## src/rtl/uart_tx_param.sv

```systemverilog
// uart_tx_param: parametrised UART transmitter.
//
// Takes a parallel word and sends it on TX_OUT. A frame is one start bit
// (0), DATA_WIDTH data bits LSB first, an optional parity bit and one or two
// stop bits (1). Every bit lasts Prescale clocks, and a Prescale of 0 counts
// as 1. A new word can be accepted on the last clock of the last stop bit,
// so frames can follow each other with no idle gap.
//
// Ports:
//   CLK          transmitter clock, rising edge
//   RST          synchronous active-low reset
//   Data_Valid   request to send P_DATA
//   P_DATA       word to transmit
//   PAR_EN       1 = append a parity bit
//   PAR_TYP      0 = even parity, 1 = odd parity
//   STOP2        1 = two stop bits
//   Prescale     clocks per serial bit
//   TX_OUT       serial line, idle high
//   busy         high while a frame is on the line
//   Data_Accept  one-cycle pulse after the edge that captured a word
//
// state  | meaning
// IDLE   | line idle high, waiting for Data_Valid
// START  | driving the start bit (0)
// DATA   | driving data bit idx
// PARITY | driving the parity bit
// STOP   | driving stop bit idx (0 or 1)
module uart_tx_param #(
  parameter int DATA_WIDTH     = 8,
  parameter int PRESCALE_WIDTH = 6
) (
  input  logic                      CLK,
  input  logic                      RST,
  input  logic                      Data_Valid,
  input  logic [DATA_WIDTH-1:0]     P_DATA,
  input  logic                      PAR_EN,
  input  logic                      PAR_TYP,
  input  logic                      STOP2,
  input  logic [PRESCALE_WIDTH-1:0] Prescale,
  output logic                      TX_OUT,
  output logic                      busy,
  output logic                      Data_Accept
);

  localparam int IDX_W = (DATA_WIDTH > 1) ? $clog2(DATA_WIDTH) : 1;

  typedef enum logic [2:0] {IDLE, START, DATA, PARITY, STOP} state_t;

  state_t                    state, state_n;
  logic [PRESCALE_WIDTH-1:0] cnt, cnt_n;
  logic [PRESCALE_WIDTH-1:0] presc_q, presc_n, presc_eff;
  logic [IDX_W-1:0]          idx, idx_n;
  logic [DATA_WIDTH-1:0]     data_q, data_n;
  logic                      par_en_q, par_en_n;
  logic                      par_typ_q, par_typ_n;
  logic                      stop2_q, stop2_n;
  logic                      bit_end, last_stop, accept;
  logic                      tx_n, busy_n;

  assign presc_eff = (Prescale == '0) ? PRESCALE_WIDTH'(1) : Prescale;
  assign bit_end   = (cnt == presc_q - PRESCALE_WIDTH'(1));
  // idx counts stop bits too: the last one is index 1 with STOP2, else 0.
  assign last_stop = (state == STOP) && bit_end && (idx == IDX_W'(stop2_q));
  assign accept    = Data_Valid && ((state == IDLE) || last_stop);

  always_comb begin
    state_n   = state;
    cnt_n     = cnt;
    idx_n     = idx;
    data_n    = data_q;
    presc_n   = presc_q;
    par_en_n  = par_en_q;
    par_typ_n = par_typ_q;
    stop2_n   = stop2_q;

    if (accept) begin
      data_n    = P_DATA;
      presc_n   = presc_eff;
      par_en_n  = PAR_EN;
      par_typ_n = PAR_TYP;
      stop2_n   = STOP2;
      state_n   = START;
      cnt_n     = '0;
      idx_n     = '0;
    end else if (state != IDLE) begin
      if (!bit_end) begin
        cnt_n = cnt + PRESCALE_WIDTH'(1);
      end else begin
        cnt_n = '0;
        case (state)
          START: begin
            state_n = DATA;
            idx_n   = '0;
          end
          DATA: begin
            if (idx == IDX_W'(DATA_WIDTH - 1)) begin
              idx_n   = '0;
              state_n = par_en_q ? PARITY : STOP;
            end else begin
              idx_n = idx + IDX_W'(1);
            end
          end
          PARITY: begin
            state_n = STOP;
            idx_n   = '0;
          end
          STOP: begin
            if (last_stop) begin
              state_n = IDLE;
              idx_n   = '0;
            end else begin
              idx_n = idx + IDX_W'(1);
            end
          end
          default: begin
            state_n = IDLE;
            idx_n   = '0;
          end
        endcase
      end
    end

    // Outputs are registered, so the line value is derived from the next
    // state and the next frame registers.
    case (state_n)
      START:   tx_n = 1'b0;
      DATA:    tx_n = data_n[idx_n];
      PARITY:  tx_n = (^data_n) ^ par_typ_n;
      default: tx_n = 1'b1;
    endcase
    busy_n = (state_n != IDLE);
  end

  always_ff @(posedge CLK) begin
    if (!RST) begin
      state       <= IDLE;
      cnt         <= '0;
      idx         <= '0;
      data_q      <= '0;
      presc_q     <= '0;
      par_en_q    <= 1'b0;
      par_typ_q   <= 1'b0;
      stop2_q     <= 1'b0;
      TX_OUT      <= 1'b1;
      busy        <= 1'b0;
      Data_Accept <= 1'b0;
    end else begin
      state       <= state_n;
      cnt         <= cnt_n;
      idx         <= idx_n;
      data_q      <= data_n;
      presc_q     <= presc_n;
      par_en_q    <= par_en_n;
      par_typ_q   <= par_typ_n;
      stop2_q     <= stop2_n;
      TX_OUT      <= tx_n;
      busy        <= busy_n;
      Data_Accept <= accept;
    end
  end

endmodule

```

## config.mk

```make
export PLATFORM = sky130hd
export DESIGN_NAME = uart_tx_param
export DESIGN_NICKNAME = d
export VERILOG_FILES = /design/src/rtl/uart_tx_param.sv
export SDC_FILE = /design/constraint.sdc
export NUM_CORES = 1
export LEC_CHECK = 0
export CORE_ASPECT_RATIO = 1.4
export CORE_MARGIN = 4
export CORE_UTILIZATION = 55
export CTS_BUF_LIST = sky130_fd_sc_hd__clkbuf_4 sky130_fd_sc_hd__clkbuf_8
export DETAILED_ROUTE_END_ITERATION = 10
export PLACE_DENSITY = 0.86
export SKIP_LAST_GASP = 1
export SYNTH_ARGS = -nofsm -noshare
export SYNTH_HDL_FRONTEND = slang
export SYNTH_SLANG_ARGS = --single-unit
```

## constraint.sdc

```tcl
create_clock -name CLK -period 3.8 [get_ports CLK]
set_clock_uncertainty 0.2 [all_clocks]
set_input_delay 0.57 -clock CLK [delete_from_list [all_inputs] [get_ports CLK]]
set_output_delay 0.57 -clock CLK [all_outputs]
set_load 0.005 [all_outputs]
```

==> results.txt <==
number of global-route vias before repair = 1618
antenna violations before repair = 0
hold_ws = 0.2698 ns
pre-CTS setup slack = 0.6019 ns
clock sink total = 32
postcts setup bufs = 0
P&R area growth vs syn = 18.71%
largest net degree at the start of global routing = 23
Avg WL per Cell = 14.16 microns
grt ovf = 0
Nets = 266
Placed Cells = 274
maxcap violations = 0
synth top area cells = dfxtp_1 35%, xnor2_1 10%, nand2_1 8.2%
IR drop worst, VDD = 0.2917 mV
routability cong. = 0.9478
Ys Warns = 0
Unique masters post-synth = 43
critical path class = reg2reg
design area = 2167 sq um
DR DRC count = 0
I/O pins = 23
Final Cycle Share = 0.8559
number of synthesized flops with an enable pin = 0
Total GRT Usage = 0.1968
DPL Wire Length = 2920 microns
clock latency on the worst-skew pair = 0.28 ns
placed instance area = 2069 sq um
Iter 0 DRT Violations = 51
Slowest Stage Delay on Critical Path = 0.51 ns
Detail Route Antenna Nets = 0
Avg Cell Area, Syn = 8.336 sq um
crit path buf inv count = 1
most numerous cell in the Yosys netlist = nand2_1
effective utilization at floorplan = 0.5790
Post-Syn Area = 1826 sq um
top fanout value on the critical path = 20
CTS Buf Count = 5
first-pass GRT wire length = 6851 microns
Final Max Slew Viols = 0
share of layout cells above drive strength 1 = 0.07407
WL final = 3992 microns
largest area contributor in the netlist = dfxtp_1
row count = 24
vias per cell = 5.755
status = complete, no violations
leak pwr = 0.8260 nW
clock root buffer = clkbuf_8
diode count = 0
CP cell instances = inv_1, ha_1, o21ba_1, a221oi_2, a41oi_2, nor2_2, a41oi_2, and3_1, or3_1
Critical Path Sink Type = flop
drt pass-1 iters = 4
top_reg_cell synth = dfxtp_1
H-tree depth = 2
min-delay worst type = reg2reg
top cell type's share of synthesized area = 0.3509
Reg2Reg Setup Slack = 0.55 ns
number of synthesized register bits = 32
PwrDens = 380.3 nW/um^2
Post-CTS Hold Buffers = 0
CTS max path bufs = 2
chip width = 56.69 microns
setup ws final = 0.5476 ns
sum of negative setup slack = 0 ns
kind of cell adding the most delay to the critical path = compound AO/OA/AOI/OAI gates
fin util = 0.6873
Critical Path Slowest Stage Cell = a41oi_2
FFs w/ async S/R, synth = 0
syn nets = 243
Worst EP required = 3.77 ns
Die Height = 76.17 microns
CTS tree = done
Post-Synthesis Cells = 219
Hold Vio Cnt, Final = 0
Worst slew margin = 0.3924
Commonest cells post-synth = 40 x nand2_1, 32 x dfxtp_1, 21 x xnor2_1
clock slew at reported path FFs = 0.07 ns
crit path launch type = flop
I/O Buffers = 22
cell mode on critical path = a41oi_2
Max Clk Rate = 307.5 MHz
Final min period = 3.252 ns
number of gates resized after cts = 0
Non-Filler Instances = 282
DR vias = 1623
full die area = 4318 sq um
Final Setup Violations = 0
RSZ-0062 raised after global routing = no
Final Power = 0.8242 mW
Seq/Total Area, Yosys = 0.3509
core area = 3153 sq um
Worst-Margin Slew = 0.9114 ns
worst endpoint data arrival time = 3.22 ns
-- routing by layer --
layer	routed length, microns	part of all wire	GRT usage	up-vias
li1	-	-	-	803
met1	1525	0.38	0.2010	762
met2	2177	0.55	0.3634	41
met3	135	0.034	0.04068	17
met4	155	0.039	0.09976	0
met5	0	0	0	-
-- flip-flops by register name (all words and copies together) (netlist names) --
| register | cells |
|---|---|
| Data_Accept | 1 |
| TX_OUT | 1 |
| busy | 1 |
| cnt | 6 |
| data_q | 8 |
| idx | 3 |
| par_en_q | 1 |
| par_typ_q | 1 |
| presc_q | 6 |
| state | 3 |
| stop2_q | 1 |
-- cells in the final DEF, fill, tap and decap left out, types with 3 or more instances in the layout --
master           count
a21oi_1             19
clkbuf_8             6
clkdlybuf4s50_1     22
dfxtp_1             32
ha_1                 4
inv_1                8
mux2i_1              9
nand2_1             40
nand3_1              5
nor2_1              19
nor3_1               7
nor4_1               3
or3_1                3
xnor2_1             21
xor2_1               8
-- cell type report --
type | count | area [sq um]
multi-input combinational | 171 | 1115
timing repair buffer | 24 | 235.2
tap | 39 | 48.80
clock buffer | 8 | 97.59
sequential | 32 | 640.6
fill | 258 | 985.9
inverter | 8 | 30.03
-- power breakdown --
group	internal (mW)	total (mW)	switching, mW	leakage, nW
clock network	0.162	0.280	0.118	0.0523
registers	0.354	0.371	0.0175	0.262
logic	0.0856	0.173	0.0872	0.512
-- logic make-up (layout without fill, tap and decap cells) --
family                     count (synthesis)  after routing  synth area share
AOI/OAI and AO/OA                         37             37            0.1487
buffers and inverters                     16             40           0.03838
adders and majority gates                  4              4           0.02742
xor gates and xnor gates                  29             29            0.1391
DFF                                       32             32            0.3509
and+or+nand+nor                           90             90            0.2317
muxes                                     11             11           0.06374
-- worst reg2reg max path: stages, from the launching register on --
cell and delay, ns:
dfxtp_1 0.40, inv_1 0.09, ha_1 0.26, o21ba_1 0.21, a221oi_2 0.31, a41oi_2 0.13
nor2_2 0.31, a41oi_2 0.51, and3_1 0.38, or3_1 0.35
-- path summary, 6_finish.rpt --
kind,from,end,cells past startpoint
max,presc_q[0]$_SDFFE_PN0N_,busy$_SDFF_PN0_,9
min,par_typ_q$_SDFF_PN0_,par_typ_q$_SDFF_PN0_,2
max reg2reg,presc_q[0]$_SDFFE_PN0N_,busy$_SDFF_PN0_,9
min reg2reg,par_typ_q$_SDFF_PN0_,par_typ_q$_SDFF_PN0_,2
(Power assumes the default switching activity.)
